<file path="src/rtl/serpent_xts_hdr_check_pkg.sv">
// -----------------------------------------------------------------------------
// serpent_xts_pkg
// Shared constants, state encoding and byte-order helpers for the XTS header
// checker that sits behind the serpent_xts_de decryptor.
// No ports (package).
// -----------------------------------------------------------------------------
package serpent_xts_pkg;

   // Header layout: decrypted area starts at byte offset 64, 16 bytes per block
   localparam logic [31:0] HDR_MAGIC      = 32'h56455241;   // "VERA"
   localparam int          HDR_NUM_BLOCKS = 28;             // offsets 64..511
   localparam int          CRC_FIRST_BLK  = 12;             // offset 256
   localparam int          CRC_LAST_BLK   = 27;             // offset 511

   // CRC-32/IEEE, reflected form
   localparam logic [31:0] CRC32_POLY = 32'hEDB88320;
   localparam logic [31:0] CRC32_INIT = 32'hFFFFFFFF;

   typedef enum logic [1:0] {
      ST_IDLE = 2'd0,
      ST_RUN  = 2'd1,
      ST_DONE = 2'd2
   } hdr_state_e;

   // Byte idx of a block, where byte 0 is the lowest-offset byte in [127:120]
   function automatic logic [7:0] blk_byte(input logic [127:0] blk, input int idx);
      return blk[127-8*idx -: 8];
   endfunction

   // Big-endian 32-bit word idx of a block (word 0 = bytes 0..3)
   function automatic logic [31:0] be_word(input logic [127:0] blk, input int idx);
      return blk[127-32*idx -: 32];
   endfunction

endpackage

</file>
<file path="src/rtl/serpent_xts_hdr_check_if.sv">
// -----------------------------------------------------------------------------
// serpent_xts_hdr_check_if
// Bundles the beat input and verdict outputs of serpent_xts_hdr_check.
//   i_start       1    new candidate pulse
//   i_data        128  decrypted block, [127:120] = lowest-offset byte
//   i_data_valid  1    i_data carries the next block
//   o_busy        1    candidate in progress
//   o_done        1    verdict pulse
//   o_match       1    verdict (qualified by o_done)
//   o_magic_ok    1    magic result after block 0
//   o_blk_cnt     5    blocks accepted for the current candidate
// master = beat source / verdict consumer, slave = the checker.
// -----------------------------------------------------------------------------
interface serpent_xts_hdr_check_if;

   logic         i_start;
   logic [127:0] i_data;
   logic         i_data_valid;
   logic         o_busy;
   logic         o_done;
   logic         o_match;
   logic         o_magic_ok;
   logic [4:0]   o_blk_cnt;

   modport master (
      output i_start, i_data, i_data_valid,
      input  o_busy, o_done, o_match, o_magic_ok, o_blk_cnt
   );

   modport slave (
      input  i_start, i_data, i_data_valid,
      output o_busy, o_done, o_match, o_magic_ok, o_blk_cnt
   );

endinterface

</file>
<file path="src/rtl/serpent_xts_hdr_check_crc32_d128.sv">
// -----------------------------------------------------------------------------
// crc32_d128
// Combinational CRC-32/IEEE (reflected) update over one 128-bit block.
// Bytes are consumed lowest-offset first ([127:120] first), 16 unrolled steps.
//   crc_in   in   32   running CRC register (not inverted)
//   data     in   128  block to fold in
//   crc_out  out  32   updated CRC register (not inverted)
// -----------------------------------------------------------------------------
module crc32_d128
   import serpent_xts_pkg::*;
(
   input  logic [31:0]  crc_in,
   input  logic [127:0] data,
   output logic [31:0]  crc_out
);

   always_comb begin
      crc_out = crc_in;
      for (int i = 0; i < 16; i++) begin
         crc_out = crc_out ^ {24'd0, blk_byte(data, i)};
         for (int k = 0; k < 8; k++) begin
            crc_out = crc_out[0] ? ((crc_out >> 1) ^ CRC32_POLY) : (crc_out >> 1);
         end
      end
   end

endmodule

</file>
<file path="src/rtl/serpent_xts_hdr_check.sv">
// -----------------------------------------------------------------------------
// serpent_xts_hdr_check
// Judges one candidate key from the 28 decrypted header blocks (offsets
// 64..511): "VERA" magic in block 0 and the CRC-32 of bytes 256..511 against
// the value stored at offset 72. One verdict per candidate; every beat is
// always consumed so the decryptor never stalls.
//   i_clk   in  1   clock
//   i_rst   in  1   synchronous reset, active-high
//   bus     slave modport of serpent_xts_hdr_check_if (start/data in,
//           busy/done/match/magic_ok/blk_cnt out)
// -----------------------------------------------------------------------------
module serpent_xts_hdr_check
   import serpent_xts_pkg::*;
#(
   parameter int          NUM_BLOCKS    = HDR_NUM_BLOCKS,
   parameter logic [31:0] MAGIC         = HDR_MAGIC,
   parameter int          CRC_FIRST_BLK = serpent_xts_pkg::CRC_FIRST_BLK,
   parameter int          CRC_LAST_BLK  = serpent_xts_pkg::CRC_LAST_BLK
)(
   input  logic                    i_clk,
   input  logic                    i_rst,
   serpent_xts_hdr_check_if.slave  bus
);

   localparam logic [1:0] IDLE = ST_IDLE;
   localparam logic [1:0] RUN  = ST_RUN;
   localparam logic [1:0] DONE = ST_DONE;

   logic [1:0]  state, state_nxt;
   logic [4:0]  blk_cnt, blk_idx, cnt_nxt;
   logic [31:0] crc, crc_base, crc_upd, crc_nxt;
   logic [31:0] stored_crc, stored_nxt;
   logic        magic_ok, magic_nxt;
   logic        match;
   logic        accept, in_crc_range, last_blk;

   crc32_d128 u_crc (
      .crc_in  (crc_base),
      .data    (bus.i_data),
      .crc_out (crc_upd)
   );

   // A start pulse rebases everything to block 0 in the same cycle, so a
   // beat arriving together with i_start is folded in as block 0.
   always_comb begin
      accept       = bus.i_data_valid & (bus.i_start | (state == RUN));
      blk_idx      = bus.i_start ? 5'd0 : blk_cnt;
      crc_base     = bus.i_start ? CRC32_INIT : crc;
      in_crc_range = (blk_idx >= 5'(CRC_FIRST_BLK)) && (blk_idx <= 5'(CRC_LAST_BLK));
      crc_nxt      = (accept && in_crc_range) ? crc_upd : crc_base;
      magic_nxt    = bus.i_start ? 1'b0  : magic_ok;
      stored_nxt   = bus.i_start ? 32'd0 : stored_crc;
      if (accept && (blk_idx == 5'd0)) begin
         magic_nxt  = (be_word(bus.i_data, 0) == MAGIC);
         stored_nxt = be_word(bus.i_data, 2);     // offset 72..75
      end
      last_blk = accept && (blk_idx == 5'(NUM_BLOCKS - 1));
      cnt_nxt  = blk_idx + 5'(accept);

      // DONE always lasts one cycle (o_done pulses for the old candidate
      // even if a new start lands on it); start overrides, last block wins.
      state_nxt = state;
      case (state)
         RUN:     state_nxt = RUN;
         DONE:    state_nxt = IDLE;
         default: state_nxt = IDLE;
      endcase
      if (bus.i_start) state_nxt = RUN;
      if (last_blk)    state_nxt = DONE;
   end

   always_ff @(posedge i_clk) begin
      if (i_rst) begin
         state      <= IDLE;
         blk_cnt    <= 5'd0;
         crc        <= CRC32_INIT;
         stored_crc <= 32'd0;
         magic_ok   <= 1'b0;
         match      <= 1'b0;
      end else begin
         state      <= state_nxt;
         blk_cnt    <= cnt_nxt;
         crc        <= crc_nxt;
         stored_crc <= stored_nxt;
         magic_ok   <= magic_nxt;
         if (last_blk) begin
            match <= magic_nxt & ((~crc_nxt) == stored_nxt);
         end
      end
   end

   assign bus.o_busy     = (state == RUN);
   assign bus.o_done     = (state == DONE);
   assign bus.o_match    = match & (state == DONE);
   assign bus.o_magic_ok = magic_ok;
   assign bus.o_blk_cnt  = blk_cnt;

endmodule

</file>
<file path="src/flat_wrapper.sv">
// flat-port wrapper written by rule: the top's interface ports become plain ports
module serpent_xts_hdr_check_flat import serpent_xts_pkg::*;
#(
   parameter int          NUM_BLOCKS    = HDR_NUM_BLOCKS,
   parameter logic [31:0] MAGIC         = HDR_MAGIC,
   parameter int          CRC_FIRST_BLK = serpent_xts_pkg::CRC_FIRST_BLK,
   parameter int          CRC_LAST_BLK  = serpent_xts_pkg::CRC_LAST_BLK
)
  (i_clk, i_rst, bus_i_start, bus_i_data, bus_i_data_valid, bus_o_busy, bus_o_done, bus_o_match, bus_o_magic_ok, bus_o_blk_cnt);
  serpent_xts_hdr_check_if bus_i ();
  input  logic i_clk;
  input  logic i_rst;
  input wire logic [$bits(bus_i.i_start)-1:0] bus_i_start;
  input wire logic [$bits(bus_i.i_data)-1:0] bus_i_data;
  input wire logic [$bits(bus_i.i_data_valid)-1:0] bus_i_data_valid;
  output wire logic [$bits(bus_i.o_busy)-1:0] bus_o_busy;
  output wire logic [$bits(bus_i.o_done)-1:0] bus_o_done;
  output wire logic [$bits(bus_i.o_match)-1:0] bus_o_match;
  output wire logic [$bits(bus_i.o_magic_ok)-1:0] bus_o_magic_ok;
  output wire logic [$bits(bus_i.o_blk_cnt)-1:0] bus_o_blk_cnt;
  assign bus_i.i_start = bus_i_start;
  assign bus_i.i_data = bus_i_data;
  assign bus_i.i_data_valid = bus_i_data_valid;
  assign bus_o_busy = bus_i.o_busy;
  assign bus_o_done = bus_i.o_done;
  assign bus_o_match = bus_i.o_match;
  assign bus_o_magic_ok = bus_i.o_magic_ok;
  assign bus_o_blk_cnt = bus_i.o_blk_cnt;
  serpent_xts_hdr_check #(.NUM_BLOCKS(NUM_BLOCKS), .MAGIC(MAGIC), .CRC_FIRST_BLK(CRC_FIRST_BLK), .CRC_LAST_BLK(CRC_LAST_BLK)) u_core (.i_clk(i_clk), .i_rst(i_rst), .bus(bus_i));
endmodule
</file>
<file path="config.mk">
export PLATFORM = sky130hd
export DESIGN_NAME = serpent_xts_hdr_check_flat
export DESIGN_NICKNAME = d
export VERILOG_FILES = /design/src/rtl/serpent_xts_hdr_check_pkg.sv /design/src/rtl/serpent_xts_hdr_check_if.sv /design/src/rtl/serpent_xts_hdr_check_crc32_d128.sv /design/src/rtl/serpent_xts_hdr_check.sv /design/src/flat_wrapper.sv
export SDC_FILE = /design/constraint.sdc
export NUM_CORES = 1
export LEC_CHECK = 0
export CORE_ASPECT_RATIO = 1.1
export CORE_MARGIN = 5
export CORE_UTILIZATION = 55
export CTS_BUF_LIST = sky130_fd_sc_hd__clkbuf_8
export DETAILED_ROUTE_END_ITERATION = 7
export GPL_TIMING_DRIVEN = 0
export HOLD_SLACK_MARGIN = 0.15
export PLACE_DENSITY = 0.81
export SLEW_MARGIN = 20
export SYNTH_ARGS = -nofsm -noshare
export SYNTH_HDL_FRONTEND = slang
export SYNTH_HIERARCHICAL = 1
export SYNTH_SLANG_ARGS = --single-unit
</file>
<file path="constraint.sdc">
create_clock -name i_clk -period 48.6 [get_ports i_clk]
set_input_delay 14.58 -clock i_clk [delete_from_list [all_inputs] [get_ports i_clk]]
set_output_delay 14.58 -clock i_clk [all_outputs]
set_load 0.01 [all_outputs]
</file>
### Yosys cells after proc, flatten, opt, wreduce, memory -nomap -nowiden

Index checks and enable logic that the tools add are counted.

| word-level totals | value |
|---|---|
| register bits | 73 |
| bits in latches | 0 |
| bits in writable memories | 0 |
| bits in read-only memories | 0 |
| input port bits | 132 |
| output and inout bits | 9 |
| word-level logic and storage cells | 308 |
| memories kept | 0 |

| cells by class | value |
|---|---|
| add/sub/neg operators | 1 |
| $mul | 0 |
| divide/modulo/power cells | 0 |
| magnitude comparators | 2 |
| equal/unequal tests | 5 |
| shift operators | 0 |
| muxes and demuxes | 138 |
| bitwise gates (word level) | 149 |
| reduce and logical (&&, ||, !) cells | 6 |

Operator list:

| kind | count |
|---|---|
| 32-bit two-way mux | 132 |
| 13-bit inverter with 14-bit output | 128 |
| 32-bit by 8-bit bitwise XOR with 32-bit output | 16 |
| 32-bit by 31-bit == test with 1-bit output, second input constant | 1 |
| 32-bit == test | 1 |
| 32-bit inverter | 1 |
| 5-bit by 1-bit adder with 5-bit output | 1 |
| 5-bit == test, second input constant | 1 |
| 5-bit by 4-bit >= comparator with 1-bit output, second input constant | 1 |
| 5-bit less-or-equal comparator, second input constant | 1 |
| 5-bit zero test | 1 |
| 5-bit two-way mux | 1 |
| 1-bit logical AND | 4 |
| 1-bit two-way mux | 4 |
| 1-bit AND | 3 |
| 2-bit by 1-bit == test with 1-bit output, second input constant | 1 |
| 2-bit == test, second input constant | 1 |
| 2-bit two-way mux | 1 |
| 2-bit OR reduction | 1 |
| 1-bit OR | 1 |

### Longest topological paths before layout

Gate-level depths: netlist of run 1.

| depth | value |
|---|---|
| depth in word-level cells | 277 |
| gate-level depth with buffers | 36 |
| mapped depth without buffers | 31 |

### Modules after synthesis

Netlist of run 1, hierarchy kept.

By module, submodules not included:

| module | instances | cells an instance | area each (sq um) | seq. area each (sq um) |
|---|---|---|---|---|
| crc32_d128 | 1 | 1078 | 15526.1 | 0.0 |
| serpent_xts_hdr_check | 1 | 353 | 3364.5 | 1461.4 |

### Worst setup path before layout of run 1

No wires, ideal clock.

| timing | value |
|---|---|
| path kind | input-to-reg |
| from | input bus_i_start |
| to | register u_core.match |
| library setup time | 0.069 ns |
| arrival time | 25.669 ns |
| data required time | 48.531 ns |
| setup slack | 22.862 ns |
| stages on the path | 33 |
| path buffers | 3 |
| cells stage by stage | clkbuf_1 -> clkbuf_1 -> or2_2 -> xnor2_4 -> xor3_1 -> buf_6 -> xnor2_1 -> xnor3_2 -> xnor2_4 -> xor3_1 -> xor3_2 -> xnor3_2 -> xnor3_2 -> xor2_2 -> xnor3_2 -> xor2_1 -> xor2_2 -> xnor3_2 -> xnor3_2 -> xnor3_2 -> xor2_2 -> xnor3_1 -> xnor3_1 -> xor3_2 -> xnor3_1 -> xor3_1 -> xor2_1 -> mux2i_1 -> xor2_1 -> nand4_1 -> nor4_1 -> nand2_1 -> o21ai_1 |

| on the way | value |
|---|---|
| elaborated cells on any way between the ends | 292 |
| those cells by class | order compare: 2; eq/ne: 2; mux: 135; bitwise: 148; reduce/logical: 5 |

RTL lines:

| item | line | RTL |
|---|---|---|
| start: declaration | flat_wrapper.sv:13 | `input wire logic [$bits(bus_i.i_start)-1:0] bus_i_start;` |
| 32-bit two-way mux * | serpent_xts_hdr_check.sv:48 | `crc_base = bus.i_start ? CRC32_INIT : crc;` |
| via u_core.crc_base[4] | serpent_xts_hdr_check.sv:31 | `logic [31:0] crc, crc_base, crc_upd, crc_nxt;` |
| 32-bit by 8-bit bitwise XOR with 32-bit output * | serpent_xts_hdr_check_crc32_d128.sv:20 | `crc_out = crc_out ^ {24'd0, blk_byte(data, i)};` |
| 32-bit two-way mux * (8 in a row) | serpent_xts_hdr_check_crc32_d128.sv:22 | `crc_out = crc_out[0] ? ((crc_out >> 1) ^ CRC32_POLY) : (crc_out >> 1);` |
| 32-bit by 8-bit bitwise XOR with 32-bit output * | serpent_xts_hdr_check_crc32_d128.sv:20 |  |
| 13-bit inverter with 14-bit output (no line), or another cell as far along | - |  |
| 32-bit two-way mux * (6 in a row) | serpent_xts_hdr_check_crc32_d128.sv:22 |  |
| 13-bit inverter with 14-bit output (no line) / 32-bit two-way mux (equally long branches) | - |  |
| [170 not listed] | - |  |
| 32-bit two-way mux * (2 in a row) | serpent_xts_hdr_check_crc32_d128.sv:22 |  |
| 13-bit inverter with 14-bit output (no line) / 32-bit two-way mux (equally long branches) | - |  |
| 32-bit two-way mux * | serpent_xts_hdr_check_crc32_d128.sv:22 |  |
| via u_core.crc_upd[24] | serpent_xts_hdr_check.sv:31 |  |
| 32-bit two-way mux * | serpent_xts_hdr_check.sv:50 | `crc_nxt = (accept && in_crc_range) ? crc_upd : crc_base;` |
| 32-bit inverter * | serpent_xts_hdr_check.sv:87 | `match <= magic_nxt & ((~crc_nxt) == stored_nxt);` |
| 32-bit == test * | serpent_xts_hdr_check.sv:87 |  |
| 1-bit AND * | serpent_xts_hdr_check.sv:87 |  |
| end signal: assignment | serpent_xts_hdr_check.sv:87 |  |
| end: declaration | serpent_xts_hdr_check.sv:34 | `logic match;` |

Mark *: on every way through the listed nets, which the timed path passes. The rest lies on a longest branch.
A chain may end at the register's enable or synchronous reset.

### Final worst setup path of run 1

| timing | value |
|---|---|
| from | input bus_i_start |
| to | register u_core.match |

| on the way | value |
|---|---|
| longest elaborated chain between the ends | 201 |
| elaborated cells on any way between the ends | 292 |
| those cells by class | order compare: 2; eq/ne: 2; mux: 135; bitwise: 148; reduce/logical: 5 |

RTL lines:

| item | line |
|---|---|
| 32-bit two-way mux * | serpent_xts_hdr_check.sv:48 |
| via u_core.crc_base[10] | serpent_xts_hdr_check.sv:31 |
| 32-bit by 8-bit bitwise XOR with 32-bit output * | serpent_xts_hdr_check_crc32_d128.sv:20 |
| 13-bit inverter with 14-bit output (no line) | - |
| 32-bit two-way mux * | serpent_xts_hdr_check_crc32_d128.sv:22 |
| 13-bit inverter with 14-bit output (no line) | - |
| 32-bit two-way mux * (3 in a row) | serpent_xts_hdr_check_crc32_d128.sv:22 |
| 13-bit inverter with 14-bit output (no line) | - |
| [185 not listed] | - |
| 32-bit two-way mux * | serpent_xts_hdr_check_crc32_d128.sv:22 |
| 13-bit inverter with 14-bit output (no line) | - |
| 32-bit two-way mux * | serpent_xts_hdr_check_crc32_d128.sv:22 |
| via u_core.crc_upd[20] | serpent_xts_hdr_check.sv:31 |
| 32-bit two-way mux * | serpent_xts_hdr_check.sv:50 |
| 32-bit inverter * | serpent_xts_hdr_check.sv:87 |
| 32-bit == test * | serpent_xts_hdr_check.sv:87 |
| 1-bit AND * | serpent_xts_hdr_check.sv:87 |

Marks and branches as above.

==> metrics.cfg, run 1 <==
[detailed_routing]
wire_per_inst_um=25.1
remaining_drc_errors=0
ant_nets=0
firstDrtPassIters=5
drt-total-wl_mm=50.8
drt_iter0_drc=858
via_count=11200
vias_per_cell=5.53

[yosys]
synth_edf_count=0
syn_area_um2=18900
synth-seq-cells=73
ys_types=45
synthesis.instances=1431
synth_ff_type=dfxtp_1
ys_seq_area_frac=0.0774
syn-num-nets=1563
async_flop_share=0
syn_avg_cell_area_um2=13.2
synth_warnings=6

[clock_tree]
cts.clk_slew.worst_paths_ns=0.07
cts-htree-levels=3
postCtsSetupBuffers=0
clk-insertion-delay-late_ns=0.35
clock-root-buffer=clkbuf_8
cts_buffers=9
cts_tree=yes
clk_path_buf_depth=2
cts.sinks=73
cts_hold_buf=0
post_cts_resized=0

[floorplanning]
io-pin-count=141
row_count=71
fp.coreArea_um2=34100
initial_utilization=0.554
die_h_um=204
die_area_um2=38200
die-width_um=187

[critical_path]
cpMaxStageDelayCell=xnor2_1
r2r_setup_slack_ns=34.88
cp_data_required_time_ns=48.88
crit_arrival_ns=28.40
cpPeakStageDelay_ns=0.68
crit_family=XOR/XNOR gates
critPathLaunchType=input pin
path_max_fanout=10
cp-end-kind=register
worst-path-buf-inv=3
criticalPathCategory=input pin to register
path_common_cell=xnor3_1

[sta]
max_slew_margin=0.312
hold_viol=0
timing.setup.tns_ns=0
fin_crit_ns=28.12
finalSetupViolCount=0
worstMarginPinSlew_ns=1.03
rsz0062_at_grt=false
final.setup_skew_ns=0.0114
finalCritPeriodShare=0.579
fmaxAchievable_ghz=0.0356
drv_slew=0

[layout]
drive_above_1_share=0.109
antennaDiodeCount=0
final_common_cell=xnor2_1
fin_nets=1712
syn2layout_area_growth_pct=11.2
final_cell_mix=xnor2_1, xnor3_1, xor2_1

[grt]
track_usage=0.262
grt_pass1_vias=11900
antenna_found_initial=3
grt_pass1_wl_mm=75.3
grt_max_degree=13
grt_overflow=0

[placement]
post-dp-hpwl_mm=43.5
portBuffers=138
gp_congestion=0.918

[run_status]
status=finished, final reports clean

[hold_path]
hold_path.class=register to register

[flow_run]
drv_cap=0

## flip-flops by register name, summed over array words and instances, names as in the netlist
signal	flops
u_core/bus.o_blk_cnt	5
u_core/bus.o_magic_ok	1
u_core/crc	32
u_core/match	1
u_core/state	2
u_core/stored_crc	32
## final cells by class
cell class              instances  area, µm²
plain buffers                  28        141
clock buffers                  10        138
clock inverters                 5       56.3
fillers                      2747      13100
inverters                       4       15.0
multi-input cells            1326      17300
flip-flops and latches         73       1460
well taps                     438        548
repair buffers                138       1380
## path summary, 6_finish.rpt
kind | from | end | cells after the start
max | bus_i_start | u_core/match | 34
min reg2reg | u_core/match | u_core/match | 2
min | u_core/match | u_core/match | 2
max reg2reg | u_core/crc[10] | u_core/match | 32
## cells in the mapped netlist, drive strengths merged (2+ instances only)
cell type | n | area [µm²]
a22oi | 32 | 240
buf | 12 | 81.3
clkbuf | 16 | 60.1
dfxtp | 73 | 1460
inv | 4 | 15.0
mux2i | 32 | 320
nand2 | 5 | 18.8
nand2b | 27 | 169
nand3 | 2 | 10.0
nand4 | 8 | 50.1
nor2 | 39 | 146
nor2b | 6 | 37.5
nor3 | 5 | 25.0
nor4 | 5 | 37.5
nor4b | 5 | 50.0
nor4bb | 2 | 20.0
o21ai | 2 | 10.0
or2 | 32 | 200
or2b | 5 | 37.5
xnor2 | 543 | 5380
xnor3 | 322 | 7290
xor2 | 192 | 1890
xor3 | 52 | 1250
## per-layer routing
metal,routed length [µm],global-route usage
met3,2290,0.0265
met4,1740,0.0811
met2,26000,0.477
met1,20700,0.332
met5,27,0
## worst min-delay path, delay by kind of cell, from the launching register on
| family | cells | cell delay, ns |
|---|---|---|
| and+or+nand+nor | 1 | 0.05 |
| DFF | 1 | 0.31 |
| AOI/OAI and AO/OA | 1 | 0.05 |
## logic make-up after synthesis
| group | Yosys count | synth area share |
|---|---|---|
| muxes | 32 | 0.0170 |
| xor gates and xnor gates | 1109 | 0.837 |
| AOI/OAI and AO/OA | 40 | 0.0161 |
| and+or+nand+nor | 145 | 0.0440 |
| buffers and inverters | 32 | 0.00828 |
| DFF | 73 | 0.0774 |
## per-stage QoR
| stage | setup slack (ns) | hold slack (ns) | instances | instance area (µm²) | utilization |
|---|---|---|---|---|---|
| 6_report | 20.48 | 0.454 | 2022 | 21000 | 0.616 |
| 5_1_grt | 19.90 | 0.485 | 2022 | 21000 | 0.616 |
| 4_1_cts | 20.52 | 0.457 | 2022 | 21000 | 0.616 |
| 3_5_place_dp | 20.18 | 0.449 | 2007 | 20800 | 0.610 |
| 3_3_place_gp | 20.32 | 0.439 | 2007 | 20800 | 0.610 |
| 2_1_floorplan | 22.86 | 0.421 | 1431 | 18900 | - |
Power of run 1 is not shown: default switching activity piles up to over one toggle a cycle in this logic, so the estimate is an artifact.
==> inputs of run 2 (changes only) <==
--- a/config.mk
+++ b/config.mk
@@ -12,7 +12,7 @@
 export DETAILED_ROUTE_END_ITERATION = 7
 export GPL_TIMING_DRIVEN = 0
 export HOLD_SLACK_MARGIN = 0.15
-export PLACE_DENSITY = 0.81
+export PLACE_DENSITY = 0.84
 export SLEW_MARGIN = 20
 export SYNTH_ARGS = -nofsm -noshare
 export SYNTH_HDL_FRONTEND = slang
==> constraint.sdc (replaced) <==
create_clock -name i_clk -period 25.7 [get_ports i_clk]
set_input_delay 7.71 -clock i_clk [delete_from_list [all_inputs] [get_ports i_clk]]
set_output_delay 7.71 -clock i_clk [all_outputs]
set_load 0.01 [all_outputs]
==> run 2 against run 1 <==
Against the previous run:
- critical path depth unchanged
- register-to-register slack worse by 23 ns
- sequential cell count unchanged
- global-route usage up 0.16 points
- clock skew down 0.00074 ns
- clock-buffer cell count unchanged
- sequential share of layout area about the same
- design area about the same
- critical path type unchanged
==> metrics.cfg, run 2 (synthesized netlist as in run 1, its figures left out) <==
[run_status]
status=finished, final reports clean  ; unchanged

[floorplanning]
die_h_um=204  ; unchanged
row_count=71  ; unchanged
die-width_um=187  ; unchanged
initial_utilization=0.554  ; unchanged
io-pin-count=141  ; unchanged
fp.coreArea_um2=34100  ; unchanged
die_area_um2=38200  ; unchanged

[clock_tree]
clk_path_buf_depth=2  ; unchanged
cts_tree=yes  ; unchanged
post_cts_resized=0  ; unchanged
cts.sinks=73  ; unchanged
cts_hold_buf=0  ; unchanged
cts.clk_slew.worst_paths_ns=0.07  ; about the same
clk-insertion-delay-late_ns=0.36  ; was 0.35 ns
cts_buffers=9  ; unchanged
postCtsSetupBuffers=0  ; unchanged
cts-htree-levels=3  ; unchanged
clock-root-buffer=clkbuf_8  ; unchanged

[sta]
timing.setup.tns_ns=0  ; unchanged
finalSetupViolCount=0  ; unchanged
fin_crit_ns=21.29
drv_slew=0  ; unchanged
finalCritPeriodShare=0.828
max_slew_margin=0.356  ; was 0.312
fmaxAchievable_ghz=0.0470
final.setup_skew_ns=0.0107  ; was 0.0114 ns
setup_ws_ns=4.41  ; was 20.48 ns
hold_viol=0  ; unchanged
rsz0062_at_grt=false  ; unchanged
worstMarginPinSlew_ns=0.963  ; was 1.03 ns

[layout]
n_fill_cell=2715  ; was 2747
syn2layout_area_growth_pct=11.3  ; was 11.2%
fin_nets=1712  ; unchanged
multi_input_area_um2=17300  ; unchanged
regArea_um2=1460  ; unchanged
final_cell_mix=xnor2_1, xnor3_1, xor2_1  ; unchanged
drive_above_1_share=0.110  ; was 0.109
final_common_cell=xnor2_1  ; unchanged

[critical_path]
crit_arrival_ns=21.58  ; was 28.40 ns
path_max_fanout=10  ; unchanged
cp-end-kind=register  ; unchanged
cp_data_required_time_ns=25.99  ; was 48.88 ns
cpPeakStageDelay_ns=0.73  ; was 0.68 ns
criticalPathCategory=input pin to register  ; unchanged
r2r_setup_slack_ns=11.93  ; was 34.88 ns
cpMaxStageDelayCell=xnor2_1  ; unchanged
path_common_cell=xnor3_1  ; unchanged
critPathLaunchType=input pin  ; unchanged

[grt]
met3_usage=0.0244  ; was 0.0265
antenna_found_initial=3  ; unchanged
grt_overflow=0  ; unchanged
grt_pass1_wl_mm=75.8  ; was 75.3 mm
busiest_layer=met2  ; unchanged
grt_max_degree=14  ; was 13
met1_usage=0.337  ; was 0.332
track_usage=0.264  ; was 0.262
grt_pass1_vias=12000  ; was 11900
grt_use_met2=0.471  ; was 0.477

[detailed_routing]
firstDrtPassIters=5  ; unchanged
drt-total-wl_mm=51.1  ; was 50.8 mm
drt_iter0_drc=895  ; was 858
vias_per_cell=5.55  ; was 5.53
via_count=11200  ; about the same
ant_nets=0  ; unchanged
remaining_drc_errors=0  ; unchanged
wire_per_inst_um=25.2  ; was 25.1 µm

[placement]
portBuffers=138  ; unchanged
post-place-ws_ns=4.14  ; was 20.18 ns
gp_congestion=0.932  ; was 0.918
post-dp-hpwl_mm=43.7  ; was 43.5 mm

[flow_run]
drv_cap=0  ; unchanged

[hold_path]
hold_path.class=register to register  ; unchanged

## run 2: cell count changes in the layout (fill, tap and decap cells not counted), sizes merged
cell and change:
clkinvlp +1, diode +1
## run 2: critical path: cells and delay by family
family	cells	cell delay [ns]
buffers and inverters	3	0.64
AND/OR/NAND/NOR	4	1.24
XOR/XNOR	25	11.51
multiplexers	1	0.31
AO/OA/AOI/OAI	1	0.14
## run 2: final cells by class
type	count	area share
multi-input cells	1326	0.822
flip-flops and latches	73	0.0695
repair buffers	138	0.0657
well taps	438	0.0261
plain buffers	28	0.00672
clock buffers	10	0.00655
clock inverters	6	0.00309
inverters	4	0.000714
diodes	1	0.000119
## run 2: routing by layer
metal | part of all wire | up-vias
met4 | 0.039 | 4
met3 | 0.045 | 93
met5 | 0.00053 | -
li1 | - | 5121
met1 | 0.41 | 5609
met2 | 0.51 | 404
## run 2: path summary, 6_finish.rpt
kind / start / endpoint / cells after the start
worst max-delay path: bus_i_start / u_core/match / 34
worst min-delay path: u_core/match / u_core/match / 2
worst max register to register: u_core/crc[10] / u_core/match / 32
worst min register to register: u_core/match / u_core/match / 2
## run 2: per-stage QoR
step	area [µm²]	hold slack [ns]	utilization	cells
2_1_floorplan	18900	0.421	-	1431
3_3_place_gp	20800	0.439	0.610	2007
3_5_place_dp	20800	0.446	0.610	2007
4_1_cts	21000	0.456	0.616	2023
5_1_grt	21000	0.477	0.616	2023
6_report	21000	0.455	0.616	2024
Power of run 2 is left out for the same reason.
